**src/rtl/rsa_ctrl_pkg.sv**
```systemverilog
// Shared types and helpers for the RSA enable/clear sequencer.
package rsa_ctrl_pkg;

    typedef enum logic [2:0] {
        RESET       = 3'd0,
        IDLE        = 3'd1,
        EN          = 3'd2,
        RST_RELEASE = 3'd3,
        WAIT_EOC    = 3'd4,
        EOC         = 3'd5,
        TIMEOUT     = 3'd6
    } rsa_seq_state_t;

    localparam int STOP_ALL = 0;
    localparam int STOP_ANY = 1;

    // Output pattern {en_rsa, clear_rsa, eoc, busy} held while in a state.
    // Anything not listed (RESET, IDLE, illegal codes) drives all zeros.
    function automatic logic [3:0] state_outputs(input rsa_seq_state_t s);
        logic [3:0] o;
        o = 4'b0000;
        case (s)
            EN:          o = 4'b1001;
            RST_RELEASE: o = 4'b1101;
            WAIT_EOC:    o = 4'b1101;
            EOC:         o = 4'b1111;
            TIMEOUT:     o = 4'b0001;
            default:     o = 4'b0000;
        endcase
        return o;
    endfunction

endpackage

```
**src/rtl/rsa_src_arbiter.sv**
```systemverilog
// Combines the maskable start/stop request sources into one start request,
// one stop condition and the index of the lowest requesting start source.
module rsa_src_arbiter
    import rsa_ctrl_pkg::*;
#(
    parameter int NUM_SRC   = 2,
    parameter int STOP_MODE = STOP_ALL,
    parameter int AS_W      = $clog2(NUM_SRC) + 1
) (
    input  logic [NUM_SRC-1:0] start_i,
    input  logic [NUM_SRC-1:0] stop_i,
    input  logic [NUM_SRC-1:0] src_mask,
    output logic               start_any,
    output logic               stop_cond,
    output logic [AS_W-1:0]    start_idx
);

    logic [NUM_SRC-1:0] start_req;

    assign start_req = start_i & src_mask;
    assign start_any = |start_req;

    // An empty mask must never produce a stop, even in the all-sources mode.
    generate
        if (STOP_MODE == STOP_ANY) begin : g_stop_any
            assign stop_cond = |(stop_i & src_mask);
        end else begin : g_stop_all
            assign stop_cond = (|src_mask) && (&(stop_i | ~src_mask));
        end
    endgenerate

    // Priority encoder: scanning downwards lets the lowest set index win.
    always_comb begin
        start_idx = '0;
        for (int i = NUM_SRC - 1; i >= 0; i--) begin
            if (start_req[i]) start_idx = AS_W'(i);
        end
    end

endmodule

```
**src/rtl/rsa_ctrl_seq.sv**
```systemverilog
// RSA enable/clear sequencer: arbitrates start/stop sources, steps en_rsa and
// clear_rsa around one rsa_unit encryption, with watchdog, auto-rerun,
// saturating run counter and sticky timeout flag.
module rsa_ctrl_seq
    import rsa_ctrl_pkg::*;
#(
    parameter int NUM_SRC   = 2,
    parameter int STOP_MODE = STOP_ALL,
    parameter int TO_W      = 16,
    parameter int CNT_W     = 8
) (
    input  logic                     clk,
    input  logic                     rst,
    input  logic                     ena,
    input  logic [NUM_SRC-1:0]       start_i,
    input  logic [NUM_SRC-1:0]       stop_i,
    input  logic [NUM_SRC-1:0]       src_mask,
    input  logic                     auto_rerun,
    input  logic [TO_W-1:0]          timeout_cycles,
    input  logic                     clr_err,
    input  logic                     eoc_rsa_unit,
    output logic                     en_rsa,
    output logic                     clear_rsa,
    output logic                     eoc,
    output logic                     busy,
    output logic                     timeout_err,
    output logic [$clog2(NUM_SRC):0] active_src,
    output logic [CNT_W-1:0]         run_count
);

    localparam int AS_W = $clog2(NUM_SRC) + 1;

    rsa_seq_state_t  state;
    rsa_seq_state_t  state_nxt;
    logic [TO_W-1:0] wdog;
    logic            eoc_q;
    logic            start_any;
    logic            stop_cond;
    logic [AS_W-1:0] start_idx;

    rsa_src_arbiter #(
        .NUM_SRC  (NUM_SRC),
        .STOP_MODE(STOP_MODE),
        .AS_W     (AS_W)
    ) u_arb (
        .start_i  (start_i),
        .stop_i   (stop_i),
        .src_mask (src_mask),
        .start_any(start_any),
        .stop_cond(stop_cond),
        .start_idx(start_idx)
    );

    // Next-state selection; in WAIT_EOC a stop beats eoc, which beats the watchdog.
    always_comb begin
        state_nxt = state;
        case (state)
            RESET:       state_nxt = IDLE;
            IDLE:        if (start_any) state_nxt = EN;
            EN:          state_nxt = stop_cond ? IDLE : RST_RELEASE;
            RST_RELEASE: state_nxt = stop_cond ? IDLE : WAIT_EOC;
            WAIT_EOC: begin
                if (stop_cond)
                    state_nxt = IDLE;
                else if (eoc_rsa_unit)
                    state_nxt = EOC;
                else if ((timeout_cycles != '0) && (wdog >= timeout_cycles))
                    state_nxt = TIMEOUT;
            end
            EOC:         state_nxt = (auto_rerun && !stop_cond) ? EN : IDLE;
            TIMEOUT:     state_nxt = IDLE;
            default:     state_nxt = RESET;
        endcase
    end

    // FSM register with outputs registered from the state being entered; ena=0 freezes it all.
    always_ff @(posedge clk or posedge rst) begin
        if (rst) begin
            state      <= RESET;
            en_rsa     <= 1'b0;
            clear_rsa  <= 1'b0;
            eoc_q      <= 1'b0;
            busy       <= 1'b0;
            wdog       <= '0;
            active_src <= '0;
        end else if (ena) begin
            state <= state_nxt;
            {en_rsa, clear_rsa, eoc_q, busy} <= state_outputs(state_nxt);
            if (state == IDLE && state_nxt == EN) active_src <= start_idx;
            case (state)
                EN:          wdog <= '0;
                RST_RELEASE: if (wdog != '1) wdog <= wdog + 1'b1;
                WAIT_EOC:    if (state_nxt == WAIT_EOC && wdog != '1) wdog <= wdog + 1'b1;
                default:     ;
            endcase
        end
    end

    // Run counter and sticky timeout flag; a timeout set beats a simultaneous clear.
    always_ff @(posedge clk or posedge rst) begin
        if (rst) begin
            run_count   <= '0;
            timeout_err <= 1'b0;
        end else if (ena) begin
            if (state == TIMEOUT)
                timeout_err <= 1'b1;
            else if (clr_err)
                timeout_err <= 1'b0;

            if (clr_err)
                run_count <= (state == EOC) ? CNT_W'(1) : '0;
            else if (state == EOC && run_count != '1)
                run_count <= run_count + 1'b1;
        end
    end

    // The end-of-conversion pulse is suppressed while the sequencer is frozen.
    assign eoc = eoc_q & ena;

endmodule

```
**config.mk**
```make
export PLATFORM = sky130hd
export DESIGN_NAME = rsa_ctrl_seq
export DESIGN_NICKNAME = d
export VERILOG_FILES = /design/src/rtl/rsa_ctrl_pkg.sv /design/src/rtl/rsa_src_arbiter.sv /design/src/rtl/rsa_ctrl_seq.sv
export SDC_FILE = /design/constraint.sdc
export NUM_CORES = 1
export LEC_CHECK = 0
export BUFFER_PORTS_ARGS = -buffer_cell sky130_fd_sc_hd__buf_4
export CAP_MARGIN = 40
export CORE_MARGIN = 4
export CORE_UTILIZATION = 61
export DETAILED_ROUTE_END_ITERATION = 8
export GPL_ROUTABILITY_DRIVEN = 0
export PLACE_DENSITY_LB_ADDON = 0.3
export SLEW_MARGIN = 20
export SYNTH_ARGS = -nofsm -noshare
export SYNTH_HDL_FRONTEND = slang
export SYNTH_HIERARCHICAL = 1
export SYNTH_SLANG_ARGS = --single-unit
```
**constraint.sdc**
```tcl
create_clock -name clk -period 6.6 [get_ports clk]
set_clock_uncertainty 0.1 [all_clocks]
set_input_delay 1.32 -clock clk [delete_from_list [all_inputs] [get_ports clk]]
set_output_delay 1.32 -clock clk [all_outputs]
set_load 0.005 [all_outputs]
```
==> Yosys cells after proc, flatten, opt, wreduce, memory -nomap -nowiden <==
Index checks and enable logic that the tools add are counted.
Widths: inputs -> output; s select.
{ "word_totals": {"regBits": 34, "latchBits": 0, "ramBits": 0, "mem_bits_ro": 0, "in_bits": 28, "out_inout_bits": 15, "mem_count": 0} }
{ "classes": {"add_sub_neg": 2, "mul": 0, "div": 0, "magnitude_cmp": 1, "eq_ne": 15, "shifts": 0, "n_mux": 19, "bitwise_logic": 4, "reduce_logical": 21} }
{ "op_table": {"columns": ["op", "n"], "rows": [
  ["$pmux 16 s3", 1],
  ["$mux 16", 2],
  ["$eq 3x3->1 const B", 6],
  ["$pmux 3 s6", 1],
  ["$add 16x1->16 const B", 1],
  ["$ge 16x16->1", 1],
  ["$mux 8", 2],
  ["$ne 16x16->1 const B", 1],
  ["$pmux 4 s4", 1],
  ["$reduce_bool 16->1", 1],
  ["$mux 3", 5],
  ["$eq 3x2->1 const B", 4],
  ["$add 8x1->8 const B", 1],
  ["$ne 8x8->1 const B", 1],
  ["$reduce_and 2->1", 4],
  ["$reduce_or 2->1", 4],
  ["$logic_and 1x1->1", 6],
  ["$mux 1", 5],
  ["$mux 2", 2],
  ["$ne 2x2->1 const B", 2],
  ["$reduce_and 4->1", 1],
  ["$reduce_bool 2->1", 2],
  ["$eq 3x1->1 const B", 1],
  ["$logic_not 3->1", 1],
  ["other kinds (6)", 6]
]} }

==> Longest topological paths before layout <==
Gate-level depths: netlist of the first run.
{ "depth": {"depth_word": 12, "mapped_depth": 9} }

==> Hierarchy <==
The synthesis of the first run kept the hierarchy.
{ "modules_own_cells": {"columns": ["mod", "instances", "cells_per_inst", "area_each_um2"], "rows": [
  ["rsa_ctrl_seq", 1, 294, 2513.7],
  ["rsa_src_arbiter", 1, 9, 46.3]
]} }

==> Worst setup path after synthesis of the first run <==
Ideal clock, no wire load.
{ "synth_timing": {"path_kind": "input to register", "startpoint": "input port timeout_cycles[15]", "endpoint": "register wdog[10]", "setup_time_ns": 0.128, "t_arrival_ns": 3.060, "slack_ns": 3.312, "path_stages": 9, "path_cell_list": "inv_1 ha_1 and4_1 nand4_1 or4_4 and4b_4 o21ai_4 buf_6 o22ai_1"} }
{ "synth_between": {"elab_chain_len": 10} }
{ "synth_lines": {"columns": ["item", "line_no", "text"], "rows": [
  ["from (decl)", "rsa_ctrl_seq.sv:19", "input logic [TO_W-1:0] timeout_cycles,"],
  ["$ge 16x16->1 or $reduce_bool 16->1 (tied branches)", "rsa_ctrl_seq.sv:67", "else if ((timeout_cycles != '0) && (wdog >= timeout_cycles))"],
  ["$logic_and 1x1->1 *", "rsa_ctrl_seq.sv:67", null],
  ["$mux 3 *", "rsa_ctrl_seq.sv:67", null],
  ["$mux 3 *", "rsa_ctrl_seq.sv:65", "else if (eoc_rsa_unit)"],
  ["$mux 3 *", "rsa_ctrl_seq.sv:63", "if (stop_cond)"],
  ["$pmux 3 s6 *", "rsa_ctrl_seq.sv:57", "case (state)"],
  ["$eq 3x3->1 *", "rsa_ctrl_seq.sv:93", "WAIT_EOC: if (state_nxt == WAIT_EOC && wdog != '1) wdog <= wdog + 1'b1;"],
  ["$logic_and 1x1->1 *", "rsa_ctrl_seq.sv:93", null],
  ["$ne 2x2->1 (no source line) *", null, null],
  ["$reduce_and 4->1 (no source line) *", null, null],
  ["to (signal assigned)", "rsa_ctrl_seq.sv:92", "RST_RELEASE: if (wdog != '1) wdog <= wdog + 1'b1;"],
  ["to (signal assigned)", "rsa_ctrl_seq.sv:93", null],
  ["to (decl)", "rsa_ctrl_seq.sv:35", "logic [TO_W-1:0] wdog;"]
]} }
Mark *: on every way between the ends. The rest lies on a longest branch, timed or not.
A chain may end at the register's enable or synchronous reset.

==> Worst setup path in the final report of the first run <==
{ "layout_timing": {"startpoint": "input port timeout_cycles[9]", "endpoint": "register wdog[0]"} }
The elaborated chain is that of the path after synthesis.

==> flow_metrics.env, run 1 <==
export IMPL_outcome="finished, final reports clean"
export IMPL_setup_worst_path_end_class="register"
export IMPL_synth_sequential_area_ratio=0.332
export IMPL_grt_first_pass_wirelength_um=10600
export IMPL_cts_repair_resize_count=0
export IMPL_ioPinCount=43
export IMPL_final_net_count=388
export IMPL_cts_sink_cnt=34
export IMPL_die_width_um=72.8
export IMPL_route_detailed_vias_per_inst=6.31
export IMPL_placement_io_buffers=42
export IMPL_gate_count_of_the_mapped_netlist=303
export IMPL_via_count_of_the_first_global_routing_pass=2382
export IMPL_setup_viol=0
export IMPL_worst_slew_pin_slew_ps=699
export IMPL_routed_wl_um=6420
export IMPL_synth_lib_cells_used_distinct=59
export IMPL_worst_endpoint_required_ps=6690
export IMPL_remaining_max_slew_budget_at_the_tightest_pin=0.528
export IMPL_min_period_over_period=0.531
export IMPL_power_density_cell_area_nw_per_um2=241
export IMPL_synth_ff_type="dfrtp_1"
export IMPL_synth_enable_flop_cells=0
export IMPL_synth_seq_cells=34
export IMPL_rsz_0062_raised_after_global_routing="false"
export IMPL_cell_chosen_for_the_clock_root="clkbuf_8"
export IMPL_clock_latency_ps=300
export IMPL_final_max_slew_viol_count=0
export IMPL_tritoncts_num_buffers=5
export IMPL_areaGrowthSynthToFinish_pct=16.8
export IMPL_final_hold_worst_slack_ps=380
export IMPL_antenna_diode_count=0
export IMPL_track_usage=0.255
export IMPL_post_synthesis_net_count=349
export IMPL_timing_hold_violations_final=0
export IMPL_floorplan_rows=23
export IMPL_number_of_search_and_repair_iterations_in_the_first_detailed_routing_pass=4
export IMPL_fill_cells=311
export IMPL_drc=0
export IMPL_asyncSetResetFlopFracSynth=1.00
export IMPL_max_cap_violations=0
export IMPL_worstHoldPathType="register to register"
export IMPL_timing_critical_path_arrival_ps=3590
export IMPL_die_height_um=72.8
export IMPL_post_dp_hpwl_um=4810
export IMPL_grt_start_max_net_pins=35
export IMPL_postSynthAreaPerCell_um2=8.45
export IMPL_die_area_um2=5300
export IMPL_cts_tree="yes"
export IMPL_wl_per_cell_um=16.3
export IMPL_yosysWarningCount=6
export IMPL_drtAntennaViolNets=0
export IMPL_achievable_frequency_mhz=285
export IMPL_path_class="input pin to register"
export IMPL_gr_total_overflow=0
export IMPL_drive_gt1_frac=0.187
export IMPL_cp_start_kind="input pin"
export IMPL_post_cts_repair_setup_buffers=0
export IMPL_cts_hold_buffers=0
export IMPL_ctsLongestPathBuffers=2
export IMPL_clkSlewWorstSetupHoldPaths_ps=80
export IMPL_core_um2=4030
export IMPL_vdd_drop_max_mv=0.172
export IMPL_cts_htree_levels=2
export IMPL_initial_util=0.635
export IMPL_power_leakage_uw=0.00137
export IMPL_timing_setup_tns_ps=0
export IMPL_layout_min_cycle_time_ps=3510
export IMPL_worst_path_max_fanout=13
export IMPL_vias=2478
export IMPL_syn_cell_area_um2=2560
export IMPL_drt_initial_drc_count=136
export IMPL_initial_antenna_violation_count=0
-- final cells by class --
class	count	area, um2	share of cell area
Tap cell	50	62.6	0.0209
Clock buffer	5	68.8	0.0230
Inverter	35	131	0.0440
Clock inverter	3	40.0	0.0134
Sequential cell	34	851	0.285
Timing Repair Buffer	43	323	0.108
Multi-Input combinational cell	223	1510	0.506
-- synth_stat cells (all sizes together), types with 2 or more instances --
| library cell | number | share of area |
|---|---|---|
| nand3 | 16 | 0.031 |
| a221oi | 5 | 0.017 |
| inv | 35 | 0.051 |
| mux2i | 3 | 0.012 |
| a211oi | 3 | 0.011 |
| nand4 | 7 | 0.017 |
| and2 | 4 | 0.0098 |
| or4 | 4 | 0.013 |
| clkbuf | 6 | 0.0088 |
| a22o | 2 | 0.0068 |
| nor3 | 6 | 0.014 |
| nand2b | 5 | 0.012 |
| a41oi | 2 | 0.0068 |
| nor2b | 2 | 0.0049 |
| nor2 | 21 | 0.031 |
| dfrtp | 34 | 0.33 |
| buf | 5 | 0.017 |
| xnor2 | 4 | 0.014 |
| nand2 | 21 | 0.031 |
| o2bb2ai | 3 | 0.010 |
| o22ai | 9 | 0.022 |
| and3 | 5 | 0.012 |
| o211ai | 3 | 0.0088 |
| or3 | 6 | 0.015 |
| nor4 | 5 | 0.012 |
| o21ai | 18 | 0.040 |
| ha | 18 | 0.088 |
| nand3b | 2 | 0.0059 |
| a221o | 3 | 0.012 |
| a21oi | 21 | 0.043 |
| mux2 | 3 | 0.013 |
| o21a | 2 | 0.0059 |
-- cells in the final DEF (no fill, tap or decap), drive strengths merged, types with 4 or more instances in the layout --
cell    instances
buf            43
inv            35
dfrtp          34
nand2          21
nor2           21
a21oi          21
ha             18
o21ai          18
nand3          16
o22ai           9
nand4           7
or3             6
nor3            6
nand2b          5
nor4            5
and3            5
a221oi          5
clkbuf          5
and2            4
xnor2           4
or4             4
-- through the flow --
stage	setup WS, ps	instance area, um2	total power [uW]	instances	utilization
after CTS	3120	2990	718	393	0.742
after global placement	2930	2880	516	385	0.715
after global routing	3000	2990	764	393	0.742
after floorplan	3310	2560	449	303	-
final	3090	2990	720	393	0.742
after detailed placement	2810	2880	526	385	0.715
-- registers in the layout, summed over array words and instances (netlist names) --
name and count:
timeout_err 1, active_src 2, clear_rsa 1, eoc_q 1, wdog 16, en_rsa 1
state 3, run_count 8, busy 1
-- worst paths after layout --
| path | startpoint | end | slack, ps | cells past startpoint |
|---|---|---|---|---|
| setup / recovery | timeout_cycles[9] | wdog[0] | 3090 | 9 |
| hold / removal | eoc_q | eoc_q | 380 | 1 |
| setup reg to reg | wdog[9] | wdog[0] | 3810 | 7 |
| hold reg to reg | eoc_q | eoc_q | 380 | 1 |
| max in group asynchronous | rst | wdog[15] | 5070 | 3 |
| min in group asynchronous | rst | run_count[6] | 1020 | 3 |
-- metal layers --
metal | global-route usage | part of all wire
met1 | 0.332 | 0.42
met3 | 0.0441 | 0.071
met2 | 0.424 | 0.49
met4 | 0.0963 | 0.019
met5 | 0 | 0
-- worst max-delay path, cell delays in order --
cell	delay, ps
buf_4	80
inv_1	30
ha_1	290
a21o_1	160
a221o_1	330
a21oi_1	300
nand4b_2	390
a21oi_2	320
mux2_2	350
-- where the power goes --
part | internal [uW] | leakage, uW | total, uW | switching [uW]
combinational | 106 | 0.000861 | 241 | 135
sequential | 239 | 0.000456 | 288 | 48.3
clock | 111 | 0.0000579 | 192 | 80.9
-- cell families (layout without fill, tap and decap cells) --
group | Yosys count | after routing | synth area share
simple gates | 110 | 110 | 0.237
compound gates | 83 | 83 | 0.223
buf+inv | 46 | 86 | 0.0767
flops | 34 | 34 | 0.332
fa+ha+maj | 18 | 18 | 0.0880
mux | 6 | 6 | 0.0249
xor+xnor | 5 | 5 | 0.0171
other cells | 1 | 1 | 0.00146
No activity file was read; power rests on OpenSTA's default activity.
==> inputs of run 2 (changes only) <==
--- a/config.mk
+++ b/config.mk
@@ -5,10 +5,11 @@
 export SDC_FILE = /design/constraint.sdc
 export NUM_CORES = 1
 export LEC_CHECK = 0
+export ABC_AREA = 1
 export BUFFER_PORTS_ARGS = -buffer_cell sky130_fd_sc_hd__buf_4
 export CAP_MARGIN = 40
 export CORE_MARGIN = 4
-export CORE_UTILIZATION = 61
+export CORE_UTILIZATION = 57
 export DETAILED_ROUTE_END_ITERATION = 8
 export GPL_ROUTABILITY_DRIVEN = 0
 export PLACE_DENSITY_LB_ADDON = 0.3
==> constraint.sdc (replaced) <==
create_clock -name clk -period 3.3 [get_ports clk]
set_clock_uncertainty 0.1 [all_clocks]
set_input_delay 0.66 -clock clk [delete_from_list [all_inputs] [get_ports clk]]
set_output_delay 0.66 -clock clk [all_outputs]
set_load 0.005 [all_outputs]
==> run 2 against run 1 <==
Compared with the run above:
- non-clock buffer count increased by 2
- design area shrank 1.4%
- core utilization is 2.6 points lower
- critical endpoint is now wdog[9]
- largest cell class unchanged
==> flow_metrics.env, run 2 <==
export IMPL_outcome="finished, final reports clean"
export IMPL_worst_path_max_fanout=17
export IMPL_path_class="input pin to register"
export IMPL_layout_area_seq_um2=851
export IMPL_placement_io_buffers=42
export IMPL_die_height_um=74.1
export IMPL_vias=2494
export IMPL_achievable_frequency_mhz=393
export IMPL_clkSlewWorstSetupHoldPaths_ps=70
export IMPL_final_net_count=453
export IMPL_power_leakage_uw=0.00157
export IMPL_via_count_of_the_first_global_routing_pass=2310
export IMPL_worst_endpoint_required_ps=3370
export IMPL_die_width_um=74.1
export IMPL_cp_start_kind="input pin"
export IMPL_setup_worst_path_start="timeout_cycles[7]"
export IMPL_synth_top_cells_by_count="nand2_1 (106), inv_1 (52), nor2_1 (40), dfrtp_1 (34), nand4_1 (22)"
export IMPL_layout_min_cycle_time_ps=2540
export IMPL_cell_chosen_for_the_clock_root="clkbuf_8"
export IMPL_synth_most_common_cell="nand2_1"
export IMPL_synth_ff_type="dfrtp_1"
export IMPL_ctsLongestPathBuffers=2
export IMPL_postSynthAreaPerCell_um2=6.88
export IMPL_numPlacedInstances=450
export IMPL_layout_cells_most_common_list="nand2_1 (106), inv_1 (52), buf_4 (45)"
export IMPL_setup_viol=0
export IMPL_max_cap_violations=0
export IMPL_synth_sequential_area_ratio=0.342
export IMPL_synth_enable_flop_cells=0
export IMPL_synth_seq_cells=34
export IMPL_initial_util=0.605
export IMPL_timing_setup_tns_ps=0
export IMPL_commonest_non_fill_non_tap_cell_in_the_layout="nand2_1"
export IMPL_fill_cells=359
export IMPL_synth_top_area_share=0.342
export IMPL_setup_worst_path_end_class="register"
export IMPL_grt_start_max_net_pins=32
export IMPL_largest_register_by_flop_count="wdog"
export IMPL_drtAntennaViolNets=0
export IMPL_areaGrowthSynthToFinish_pct=18.3
export IMPL_final_util=0.716
export IMPL_number_of_search_and_repair_iterations_in_the_first_detailed_routing_pass=5
export IMPL_core_um2=4120
export IMPL_pre_cts_ws_ps=503
export IMPL_cts_htree_levels=2
export IMPL_cts_repair_resize_count=0
export IMPL_multiInputGateArea_um2=1390
export IMPL_drt_initial_drc_count=205
export IMPL_drc=0
export IMPL_worstHoldPathType="input pin to async pin"
export IMPL_critical_path_reg2reg_startpoint="wdog[6]"
export IMPL_post_cts_repair_setup_buffers=0
export IMPL_cts_hold_buffers=0
export IMPL_synth_top_cells_by_area="dfrtp_1 (34%), nand2_1 (16%), ha_1 (9.0%), inv_1 (7.8%), nor2_1 (6.0%)"
export IMPL_initial_antenna_violation_count=0
export IMPL_reg2regPathDepth=17
export IMPL_biggestRegsByFlops="wdog: 16 flops, run_count: 8 flops, state: 3 flops"
export IMPL_synth_top_cell_by_area="dfrtp_1"
export IMPL_wl_per_cell_um=12.6
export IMPL_tritoncts_num_buffers=5
export IMPL_clock_latency_ps=280
export IMPL_power_density_cell_area_nw_per_um2=455
export IMPL_final_max_slew_viol_count=0
export IMPL_floorplan_rows=23
export IMPL_min_period_over_period=0.771
export IMPL_syn_cell_area_um2=2490
export IMPL_die_area_um2=5490
export IMPL_flip_flop_count_of_the_largest_register_all_copies_and_words_added=16
export IMPL_timing_critical_path_arrival_ps=2610
export IMPL_gate_count_of_the_mapped_netlist=362
export IMPL_routed_wl_um=5750
export IMPL_grt_first_pass_wirelength_um=9920
export IMPL_route_detailed_vias_per_inst=5.45
export IMPL_cts_sink_cnt=34
export IMPL_asyncSetResetFlopFracSynth=1.00
export IMPL_antenna_diode_count=0
export IMPL_post_dp_hpwl_um=4350
export IMPL_drive_gt1_frac=0.162
export IMPL_post_synthesis_net_count=408
export IMPL_stdcell_count=458
export IMPL_vdd_drop_max_mv=0.614
export IMPL_ioPinCount=43
export IMPL_finalWorstSetupSlack_ps=756
export IMPL_track_usage=0.225
export IMPL_timing_hold_violations_final=0
export IMPL_synth_lib_cells_used_distinct=33
export IMPL_rsz_0062_raised_after_global_routing="false"
export IMPL_cts_tree="yes"
export IMPL_gr_total_overflow=0
export IMPL_yosysWarningCount=6
==> run 2: cell type report <==
| class | instances | area share |
|---|---|---|
| Multi-Input combinational cell | 266 | 0.473 |
| Sequential cell | 34 | 0.289 |
| Timing Repair Buffer | 45 | 0.115 |
| Inverter | 55 | 0.0701 |
| Clock buffer | 6 | 0.0280 |
| Tap cell | 50 | 0.0212 |
| Clock inverter | 2 | 0.00425 |
==> run 2: metrics by stage <==
step / instance area, um2 / hold slack, ps / power, uW
floorplan: 2490 / 352 / 856
global placement: 2850 / 366 / 1010
detailed placement: 2850 / 379 / 1020
CTS: 2950 / 150 / 1340
global route: 2950 / 150 / 1450
finish: 2950 / 157 / 1340
==> run 2: cells by family (layout without fill, tap and decap cells) <==
group,count (synthesis),after routing,share of synthesized area
buffers and inverters,62,108,0.0989
flip-flops,34,34,0.342
XOR/XNOR,3,3,0.0105
adder cells (fa/ha/maj),18,18,0.0904
AND/OR/NAND/NOR,199,199,0.350
multiplexers,2,2,0.00904
other,1,1,0.00151
AO/OA/AOI/OAI,43,43,0.0984
==> run 2: power by group <==
part | total [uW] | internal [uW] | switching, uW
Clock | 319 | 168 | 152
Combinational | 489 | 193 | 297
Sequential | 532 | 479 | 53.3
==> run 2: final timing paths <==
check / end / slack, ps
worst max-delay path: wdog[9] / 760
worst min-delay path: wdog[1] / 160
worst max register to register: wdog[9] / 770
worst min register to register: clear_rsa / 390
max in group asynchronous: state[2] / 2330
min in group clk: clear_rsa / 390
==> run 2: layer usage <==
layer  track usage  routed length, um
met1         0.316               2570
met2         0.367               2780
met3        0.0405                368
met4        0.0423                 23
met5             0                  0
==> run 2: critical path, cell delays in order <==
cell     delay (ps)
buf_4            80
inv_1            30
ha_1            300
a21oi_1         150
nand2_1          70
nor2_1          100
nand2_1          80
nand2_1          60
nand2_1          40
nand2_1          70
nand2_1          50
nand2_1          90
nand4_1         100
nand2_2         280
nand3_4         250
nand2_1         130
nand2_1          60
==> inputs of run 3 (changes only) <==
--- a/config.mk
+++ b/config.mk
@@ -9,7 +9,7 @@
 export BUFFER_PORTS_ARGS = -buffer_cell sky130_fd_sc_hd__buf_4
 export CAP_MARGIN = 40
 export CORE_MARGIN = 4
-export CORE_UTILIZATION = 57
+export CORE_UTILIZATION = 51
 export DETAILED_ROUTE_END_ITERATION = 8
 export GPL_ROUTABILITY_DRIVEN = 0
 export PLACE_DENSITY_LB_ADDON = 0.3
==> constraint.sdc (replaced) <==
create_clock -name clk -period 2.1 [get_ports clk]
set_clock_uncertainty 0.1 [all_clocks]
set_input_delay 0.42 -clock clk [delete_from_list [all_inputs] [get_ports clk]]
set_output_delay 0.42 -clock clk [all_outputs]
set_load 0.005 [all_outputs]
==> run 3 against run 2 <==
Compared with the run above:
- the run now ends with negative setup slack left
- setup slack worse by 880 ps
- worst hold slack got worse by 35 ps
- global-route usage up 1.2 points
- sequential cell count unchanged
- combinational power increased by 120%
- die area up 10%
- critical path depth down 3
- clock power is 140% higher
- sequential share of layout area decreased by 5.4 points
- via count rose by 10%
- design area is 23% higher
- largest cell class unchanged
- highest routed layer unchanged
==> flow_metrics.env, run 3 (same netlist as run 2, synthesis figures left out) <==
export IMPL_drtAntennaViolNets=0
export IMPL_failing_checks="negative setup slack"
export IMPL_drt_initial_drc_count=136
export IMPL_power_density_cell_area_nw_per_um2=745
export IMPL_worstHoldPathType="input pin to async pin"
export IMPL_areaGrowthSynthToFinish_pct=45.4
export IMPL_path_class="register to register"
export IMPL_die_height_um=77.9
export IMPL_max_cap_violations=0
export IMPL_worst_slew_pin_slew_ps=770
export IMPL_cp_start_kind="register"
export IMPL_route_detailed_vias_per_inst=5.20
export IMPL_timing_hold_violations_final=0
export IMPL_grt_start_max_net_pins=35
export IMPL_die_area_um2=6070
export IMPL_rsz_0062_raised_after_global_routing="true"
export IMPL_setup_viol=16
export IMPL_cts_sink_cnt=34
export IMPL_cts_tree="yes"
export IMPL_flip_flop_count_of_the_largest_register_all_copies_and_words_added=16
export IMPL_layout_min_cycle_time_ps=2220
export IMPL_slowest_stage_delay_cp_ps=380
export IMPL_min_period_over_period=1.06
export IMPL_cell_chosen_for_the_clock_root="clkbuf_8"
export IMPL_final_max_slew_viol_count=0
export IMPL_grt_first_pass_wirelength_um=11700
export IMPL_ctsLongestPathBuffers=2
export IMPL_clock_latency_ps=300
export IMPL_crit_path_frequent_cell="nand2_2"
export IMPL_pwr_share_seq=0.309
export IMPL_crit_chain="buf_4 -> ha_2 -> nand3_2 -> nor2_2 -> nand2_2 -> nor3_4 -> nand2_2 -> nor2_2 -> nand3_2 -> o21ai_2 -> inv_4 -> buf_12 -> nand4_1 -> nand2_2"
export IMPL_remaining_max_slew_budget_at_the_tightest_pin=0.482
export IMPL_placement_io_buffers=42
export IMPL_drive_gt1_frac=0.338
export IMPL_layout_cells_most_common_list="buf_4 (94), nand2_1 (91), inv_1 (50)"
export IMPL_floorplan_rows=25
export IMPL_die_width_um=77.9
export IMPL_biggestRegsByFlops="wdog: 16 flops, run_count: 8 flops, state: 3 flops"
export IMPL_antenna_diode_count=0
export IMPL_track_usage=0.237
export IMPL_worst_path_max_fanout=7
export IMPL_drc=0
export IMPL_power_switching_uw=949
export IMPL_ioPinCount=43
export IMPL_largest_register_by_flop_count="wdog"
export IMPL_p_total_uw=2700
export IMPL_timing_critical_path_arrival_ps=2310
export IMPL_initial_util=0.527
export IMPL_swShare=0.352
export IMPL_post_dp_hpwl_um=4740
export IMPL_power_leakage_uw=0.00189
export IMPL_tritoncts_num_buffers=5
export IMPL_number_of_search_and_repair_iterations_in_the_first_detailed_routing_pass=4
export IMPL_via_count_of_the_first_global_routing_pass=2707
export IMPL_achievable_frequency_mhz=451
export IMPL_gr_total_overflow=0
export IMPL_routed_wl_um=6920
export IMPL_initial_antenna_violation_count=0
export IMPL_worst_endpoint_required_ps=2190
export IMPL_final_util=0.767
export IMPL_core_um2=4720
export IMPL_clkPwrFrac=0.288
export IMPL_finalWorstSetupSlack_ps=-119
export IMPL_crit_buf_inv=3
export IMPL_wl_per_cell_um=13.1
export IMPL_pre_cts_ws_ps=-261
export IMPL_path_delay_family="simple AND/OR/NAND/NOR gates"
export IMPL_commonest_non_fill_non_tap_cell_in_the_layout="buf_4"
export IMPL_clkSlewWorstSetupHoldPaths_ps=80
export IMPL_internal_power_uw=1750
export IMPL_setup_worst_path_end_class="register"
export IMPL_cts_htree_levels=2
export IMPL_outcome="finished with violations"
export IMPL_vias=2745
export IMPL_final_net_count=506
export IMPL_critical_path_slowest_cell="dfrtp_1"
export IMPL_vdd_drop_max_mv=0.542
export IMPL_power_combinational_fraction=0.403
-- run 3: power by group through the flow --
stage	clock (uW)	sequential [uW]	combinational (uW)
2_1_floorplan	0	836	508
3_3_place_gp	0	834	908
3_5_place_dp	0	841	929
4_1_cts	776	828	993
5_1_grt	823	848	1210
6_report	776	834	1090
-- run 3: per-stage QoR --
stage	area [um2]	cells	setup TNS (ps)	hold WS (ps)
2_1_floorplan	2490	362	-17.8	352
3_3_place_gp	3170	505	-2660	369
3_5_place_dp	3170	505	-3700	371
4_1_cts	3420	521	-2080	141
5_1_grt	3620	528	-5030	169
6_report	3620	528	-1470	122
-- run 3: path summary, 6_finish.rpt --
| path | from | endpoint | slack [ps] | depth (start not counted) |
|---|---|---|---|---|
| worst max-delay path | wdog[0] | wdog[8] | -120 | 14 |
| worst min-delay path | rst | wdog[14] | 120 | 3 |
| worst max register to register | wdog[0] | wdog[8] | -120 | 14 |
| worst min register to register | clear_rsa | clear_rsa | 390 | 2 |
| max in group asynchronous | rst | active_src[0] | 1470 | 3 |
| min in group clk | clr_err | run_count[1] | 240 | 2 |
-- run 3: final cells by class --
type	count	area, um2
well taps	67	83.8
inverters	55	209
multi-input cells	267	1590
repair buffers	97	748
flip-flops and latches	34	851
clock inverters	2	60.1
clock buffers	6	82.6
fillers	338	1100
-- run 3: what timing repair did --
action / 4_1_cts / 5_1_grt
setup buffers: 7 / 7
hold buffers: 0 / 0
pin swaps: 12 / 20
gates cloned: 1 / 0
endpoints found under the hold margin: 0 / 0
endpoints found under the setup margin: 16 / 24
resized for setup: 13 / 30
-- run 3: per-layer routing --
| layer | global-route usage | part of all wire | vias to the layer above |
|---|---|---|---|
| met1 | 0.295 | 0.42 | 1278 |
| met5 | 0 | 0 | - |
| met3 | 0.0441 | 0.047 | 11 |
| met4 | 0.0734 | 0.016 | 0 |
| li1 | - | - | 1379 |
| met2 | 0.413 | 0.51 | 77 |
-- run 3: worst reg2reg max path, delay by kind of cell, from the launching register on --
kind	cells	cell delay (ps)
fa+ha+maj	1	170
flops	1	380
compound gates	1	170
buf+inv	3	360
simple gates	9	930
